==> config.mk <==
export PLATFORM = sky130hd
export DESIGN_NAME = rec_fifo
export DESIGN_NICKNAME = d
export VERILOG_FILES = /design/src/rtl/rec_fifo.sv
export SDC_FILE = /design/constraint.sdc
export NUM_CORES = 1
export LEC_CHECK = 0
export BUFFER_PORTS_ARGS = -buffer_cell sky130_fd_sc_hd__buf_2
export CAP_MARGIN = 20
export CORE_MARGIN = 10
export CORE_UTILIZATION = 25
export CTS_CLUSTER_DIAMETER = 200
export DETAILED_ROUTE_END_ITERATION = 12
export PLACE_DENSITY = 0.49
export SLEW_MARGIN = 30
export SYNTH_ARGS = -nofsm -noshare
export SYNTH_HDL_FRONTEND = slang
export SYNTH_SLANG_ARGS = --single-unit
==> constraint.sdc <==
create_clock -name clk -period 3.3 [get_ports clk]
set_clock_uncertainty 0.2 [all_clocks]
set_input_delay 0.66 -clock clk [delete_from_list [all_inputs] [get_ports clk]]
set_output_delay 0.66 -clock clk [all_outputs]
set_load 0.02 [all_outputs]
==> src/rtl/rec_fifo.sv <==
// rtl/rec_fifo.sv - FIFO of packed {a,b,t} records with same-cycle push/pop on full
// Also captures the most recently accepted record in last_rec.
module rec_fifo #(
  parameter  int A_W   = 1,
  parameter  int B_W   = 8,
  parameter  int T_W   = 8,
  parameter  int DEPTH = 4,
  localparam int R_W   = A_W + B_W + T_W,
  localparam int CW    = $clog2(DEPTH) + 1
) (
  input  logic           clk,
  input  logic           rst_n,
  input  logic           in_valid,
  output logic           in_ready,
  input  logic [A_W-1:0] in_a,
  input  logic [B_W-1:0] in_b,
  input  logic [T_W-1:0] in_t,
  output logic           out_valid,
  input  logic           out_ready,
  output logic [R_W-1:0] out_rec,
  output logic [A_W-1:0] out_a,
  output logic [B_W-1:0] out_b,
  output logic [T_W-1:0] out_t,
  output logic [CW-1:0]  count,
  output logic [R_W-1:0] last_rec
);

  localparam int PW = $clog2(DEPTH);
  localparam logic [CW-1:0] FULL_C = CW'(DEPTH);

  typedef struct packed {
    logic [A_W-1:0] a;
    logic [B_W-1:0] b;
    logic [T_W-1:0] t;
  } rec_t;

  rec_t          r_mem [DEPTH];
  logic [PW-1:0] r_wptr;
  logic [PW-1:0] r_rptr;
  logic [CW-1:0] r_count;
  rec_t          r_last;

  rec_t w_in_rec;
  rec_t w_head;
  logic w_push;
  logic w_pop;

  assign w_in_rec = '{a: in_a, b: in_b, t: in_t};
  assign w_head   = r_mem[r_rptr];

  // Reset overrides the handshake so the producer sees ready and the consumer sees nothing.
  assign out_valid = rst_n && (r_count != '0);
  assign in_ready  = !rst_n || (r_count < FULL_C) || out_ready;

  assign w_push = rst_n && in_valid && in_ready;
  assign w_pop  = out_valid && out_ready;

  assign out_rec  = w_head;
  assign out_a    = out_rec[R_W-1 -: A_W];
  assign out_b    = out_rec[T_W +: B_W];
  assign out_t    = out_rec[T_W-1:0];
  assign count    = r_count;
  assign last_rec = r_last;

  always_ff @(posedge clk) begin
    if (w_push) begin
      r_mem[r_wptr] <= w_in_rec;
    end
  end

  always_ff @(posedge clk) begin
    if (!rst_n) begin
      r_wptr  <= '0;
      r_rptr  <= '0;
      r_count <= '0;
      r_last  <= '0;
    end else begin
      if (w_push) begin
        r_wptr <= r_wptr + 1'b1;
        r_last <= w_in_rec;
      end
      if (w_pop) begin
        r_rptr <= r_rptr + 1'b1;
      end
      case ({w_push, w_pop})
        2'b10:   r_count <= r_count + 1'b1;
        2'b01:   r_count <= r_count - 1'b1;
        default: r_count <= r_count;
      endcase
    end
  end

endmodule
==> results of run 1 <==
path summary, 6_finish.rpt:
path,slack [ns],cells past startpoint,end,startpoint
worst min register to register,0.26,2,last_rec[5],last_rec[5]
worst max register to register,1.07,9,count[2],count[2]
worst max-delay path,0.64,3,out_rec[15],register
worst min-delay path,0.26,2,last_rec[5],last_rec[5]
routing by layer:
layer / vias up / routed length [microns]
met1: 1027 / 3560
met5: - / 7
met4: 2 / 161
li1: 998 / -
met3: 14 / 616
met2: 53 / 4290
synthesized netlist by cell type (all sizes together):
library cell  count
a21oi             3
nand3            19
o31ai             2
nor2              8
inv               7
xor2              4
or3               1
nand2b            1
nor3              1
buf              26
or2               1
ha                5
fa                1
dfxtp            26
edfxtp           68
o311ai            1
o21ai            18
clkbuf            6
and3              4
nand2            17
a21o              1
and2              2
mux4             17
state kept, by name, indices dropped and copies added, names as in the netlist, named ones only:
register and flops:
count 3, r_mem 68, last_rec 17, r_wptr 2, r_rptr 2
cell usage in the layout, fill, tap and decap left out:
cell | netlist | final
and3_1 | 4 | 4
dfxtp_1 | 26 | 26
buf_12 | 0 | 2
o21ai_2 | 9 | 9
a21oi_1 | 3 | 3
or2_2 | 1 | 1
nand2b_1 | 1 | 1
a21o_1 | 1 | 1
ha_1 | 5 | 5
nor2_1 | 8 | 8
clkbuf_1 | 6 | 3
nand2_1 | 17 | 17
and2_4 | 2 | 2
fa_1 | 1 | 1
diode_2 | 0 | 1
or3_1 | 1 | 1
mux4_2 | 17 | 17
buf_4 | 19 | 8
clkbuf_8 | 0 | 1
nand3_1 | 19 | 19
buf_2 | 3 | 76
clkbuf_16 | 0 | 11
o21ai_0 | 9 | 9
o311ai_0 | 1 | 1
clkinv_4 | 0 | 1
nor3_1 | 1 | 1
xor2_1 | 4 | 4
inv_1 | 7 | 7
o31ai_1 | 2 | 2
edfxtp_1 | 68 | 68
worst register-to-register path, cell delays in order, from the launching register on:
cell	delay, ns
dfxtp_1	0.43
nand2b_1	0.10
and2_4	0.15
inv_1	0.05
ha_1	0.18
inv_1	0.06
fa_1	0.37
xor2_1	0.16
or3_1	0.30
a21oi_1	0.15
through the flow:
step	util [%]	instance area, sq um	hold slack [ns]	worst slack (ns)
2_1_floorplan	-	3740	0.285	0.419
3_3_place_gp	29.0	4230	0.249	0.735
3_5_place_dp	29.0	4230	0.251	0.651
4_1_cts	31.1	4530	0.261	0.583
5_1_grt	31.1	4530	0.270	0.524
6_report	31.1	4540	0.257	0.645
final cells by class:
class                           count  area, sq um
Fill cell                        1442        10100
Sequential cell                    94         2560
Multi-Input combinational cell    106          926
Timing Repair Buffer               86          480
Clock buffer                       15          300
Tap cell                          184          230
Inverter                            7         26.3
Clock inverter                      1         8.76
Antenna cell                        1         2.50
cells by family after synthesis:
logic type                 after synthesis
xor gates and xnor gates                 4
and+or+nand+nor                         54
AOI/OAI and AO/OA                       25
DFF                                     94
muxes                                   17
buffers and inverters                   39
adders and majority gates                6
where the power goes:
group | internal, mW | switching [mW]
Sequential | 1.31 | 0.0227
Combinational | 0.143 | 0.247
Clock | 0.626 | 0.422
Total | 2.08 | 0.691
==> flow_summary.json, run 1 <==
{
  "firstDrtPassIters": 4,
  "clkSinkCount": 94,
  "wirelength_microns": 8640,
  "worstSetupPathType": "register to output pin",
  "wl_per_cell_microns": 17.5,
  "grt_use_met3_pct": 2.97,
  "path_buf_inv": 2,
  "clock_latency_ns": 0.34,
  "slowest_stage": "mux4_2",
  "synth.mux.area_fraction_pct": 10.2,
  "groute.layer.met2.usage_pct": 14.4,
  "h-tree-depth": 3,
  "vias_per_cell": 4.24,
  "synth_top_cell_by_area": "edfxtp_1",
  "fin_cells": 494,
  "synth_fa_ha_area_share_pct": 2.21,
  "dpl.hpwl_microns": 6030,
  "dp.cells": 477,
  "syn2layout_area_growth_pct": 21.2,
  "max_cap_violations": 0,
  "synth-seq-cells": 94,
  "grt.total_usage_pct": 8.72,
  "end_kind": "output pin",
  "layout.nets": 331,
  "fin_crit_sh_pct": 80.5,
  "syn_area_per_cell_sq_um": 15.7,
  "seq_area_frac_synth_pct": 68.4,
  "critPathTopFamily": "multiplexers",
  "required_ns": 2.44,
  "period_minus_slack_ns": 2.66,
  "grt_max_degree": 26,
  "rsz0062_at_grt": "false",
  "drc": 0,
  "synth_xor_area_share_pct": 0.936,
  "critPathMaxStageDelay_ns": 0.61,
  "cts.clk_slew.worst_paths_ns": 0.07,
  "netlist_area_sq_mm": 0.00374,
  "portBuffers": 76,
  "ys_warn_count": 0,
  "finalHoldViolations": 0,
  "gp_congestion": 0.715,
  "power_density_mw_per_mm2": 611,
  "hp-class": "register to register",
  "drtIter0Drc": 110,
  "synth_area_leaders": "edfxtp_1 (55%), dfxtp_1 (14%), mux4_2 (10%)",
  "ios": 77,
  "num_vias": 2094,
  "grt_overflow": 0,
  "cts_resized": 0,
  "grt_pass1_wl_microns": 13300,
  "worstPathCellList": "buf_4, mux4_2, buf_2",
  "fp.dieArea_sq_mm": 0.0203,
  "crit_fanout": 17,
  "grt_use_met1_pct": 9.88,
  "relSlewSlack_pct": 67.5,
  "num_rows": 44,
  "cts_buffers": 9,
  "ys_types": 27,
  "top_usage_layer": "met2",
  "core-area_sq_mm": 0.0146,
  "ir_drop_v": 0.000212,
  "slew_violations": 0,
  "postCtsHoldBufs": 0,
  "power_mw": 2.77,
  "synth_top_area_share_pct": 54.5,
  "die_h_microns": 142,
  "arrival_ns": 1.80,
  "detail-route-antenna-nets": 0,
  "worstMarginPinSlew_ns": 0.487,
  "start_kind": "register",
  "p_leak_nw": 1.67,
  "synth-simple-area-share_pct": 6.82,
  "initial_core_util_pct": 25.7,
  "syn-num-nets": 266,
  "grt_pass1_vias": 2246,
  "fmax_mhz": 377,
  "root_buffer": "clkbuf_16",
  "setup_viol": 0,
  "cts_max_path_buffers": 2,
  "synth-compound-area-share_pct": 4.55,
  "syn_inst": 239,
  "tns_ns": 0,
  "postCtsSetupRepairBufs": 0,
  "synth_top_family_by_area": "multiplexers",
  "die-width_microns": 142,
  "status": "finished, final reports clean",
  "antenna_found_initial": 2,
  "drive_above_1_share_pct": 41.4,
  "cts_tree": "built"
}
Note: power is estimated with default switching activity, not from simulation.
==> inputs of run 2 (changes only) <==
==> constraint.sdc (replaced) <==
create_clock -name clk -period 2.6 [get_ports clk]
set_clock_uncertainty 0.2 [all_clocks]
set_input_delay 0.52 -clock clk [delete_from_list [all_inputs] [get_ports clk]]
set_output_delay 0.52 -clock clk [all_outputs]
set_load 0.02 [all_outputs]
==> flow_summary.json, run 2 (synthesis results as in run 1) <==
{
  "fmax_mhz": 425,
  "multi_input_area_sq_um": 941,
  "period_minus_slack_ns": 2.35,
  "holdWs_ns": 0.217,
  "num_rows": 44,
  "arrival_ns": 1.63,
  "num_vias": 2114,
  "wirelength_microns": 8450,
  "start_kind": "register",
  "tns_ns": 0,
  "p_leak_nw": 1.67,
  "detail-route-antenna-nets": 0,
  "grt_pass1_wl_microns": 12800,
  "crit_fanout": 17,
  "die-width_microns": 142,
  "die_h_microns": 142,
  "firstDrtPassIters": 4,
  "gp_congestion": 0.715,
  "power_density_mw_per_mm2": 745,
  "cts_resized": 0,
  "cts_tree": "built",
  "path_buf_inv": 2,
  "root_buffer": "clkbuf_16",
  "slowest_stage": "mux4_2",
  "n_antenna_cell": 0,
  "ios": 77,
  "initial_core_util_pct": 25.7,
  "drive_above_1_share_pct": 43.6,
  "drtIter0Drc": 133,
  "layout_commonest_cell": "buf_2",
  "finalHoldViolations": 0,
  "max_cap_violations": 0,
  "grt_overflow": 0,
  "cts_max_path_buffers": 2,
  "largest_reg_flops": 68,
  "end_kind": "output pin",
  "critPathMaxStageDelay_ns": 0.55,
  "vias_per_cell": 4.26,
  "postCtsHoldBufs": 0,
  "antenna_found_initial": 0,
  "fp.dieArea_sq_mm": 0.0203,
  "required_ns": 1.88,
  "syn2layout_area_growth_pct": 21.5,
  "slew_violations": 0,
  "worstMarginPinSlew_ns": 0.515,
  "fin_cells": 496,
  "rsz0062_at_grt": "false",
  "cts.clk_slew.worst_paths_ns": 0.06,
  "core-area_sq_mm": 0.0146,
  "setup_ws_ns": 0.248,
  "h-tree-depth": 3,
  "regMostFlops": "r_mem",
  "dpl.hpwl_microns": 5790,
  "layout.nets": 334,
  "nFillCells": 1428,
  "hp-class": "input pin to register",
  "relSlewSlack_pct": 65.2,
  "clock_latency_ns": 0.33,
  "status": "finished, final reports clean",
  "grt_max_degree": 26,
  "postCtsSetupRepairBufs": 0,
  "seqCellArea_sq_mm": 0.00256,
  "place_ws_ns": 0.244,
  "drc": 0,
  "portBuffers": 76,
  "dp.cells": 480,
  "worstPathCellList": "buf_12, mux4_2, buf_2",
  "final_cell_mix": "buf_2 (76), edfxtp_1 (68), dfxtp_1 (26)",
  "ir_drop_v": 0.000240,
  "grt.total_usage_pct": 8.47,
  "cts_buffers": 9,
  "power_mw": 3.39,
  "worst-r2r-setup-slack_ns": 0.46,
  "worstSetupPathType": "register to output pin",
  "wl_per_cell_microns": 17.0,
  "fin_crit_sh_pct": 90.5,
  "critPathTopFamily": "multiplexers",
  "clkSinkCount": 94,
  "setup_viol": 0,
  "grt_pass1_vias": 2238
}
run 2: path summary, 6_finish.rpt:
| kind | start | end | cells past startpoint |
|---|---|---|---|
| worst max register to register | count[0] | count[2] | 8 |
| worst max-delay path | register | out_rec[11] | 3 |
| worst min register to register | last_rec[12] | last_rec[12] | 2 |
| worst min-delay path | in_t[5] | r_mem[0][5] | 1 |
run 2: cell type report:
class                           count  area share [%]
Inverter                            7           0.633
Multi-Input combinational cell    106            20.7
Timing Repair Buffer               89            11.3
Tap cell                          184            5.06
Clock buffer                       12            5.42
Clock inverter                      4           0.495
Sequential cell                    94            56.4
run 2: power by group:
group | internal (mW) | switching [mW] | leakage, nW | total (mW)
registers | 1.67 | 0.0282 | 0.831 | 1.69
clock network | 0.669 | 0.515 | 0.132 | 1.18
logic | 0.195 | 0.315 | 0.704 | 0.510
run 2: worst register-to-register path, stage by stage, from the launching register on:
cell     delay [ns]
dfxtp_1        0.44
o31ai_1        0.14
nor2_1         0.18
ha_4           0.17
inv_2          0.04
fa_2           0.34
xor2_1         0.15
or3_1          0.30
a21oi_1        0.12
run 2: layer usage:
layer	wire length [microns]	global-route usage [%]	up-vias
met5	0	0	-
met4	162	4.05	0
met3	384	2.14	13
met2	4100	14.0	50
met1	3800	10.1	1046
li1	-	-	1005
run 2: per-stage QoR:
stage | instance area [sq um] | util [%]
after CTS | 4550 | 31.2
after global routing | 4550 | 31.2
after detailed placement | 4280 | 29.3
after global placement | 4280 | 29.3
final | 4550 | 31.2
after floorplan | 3760 | -
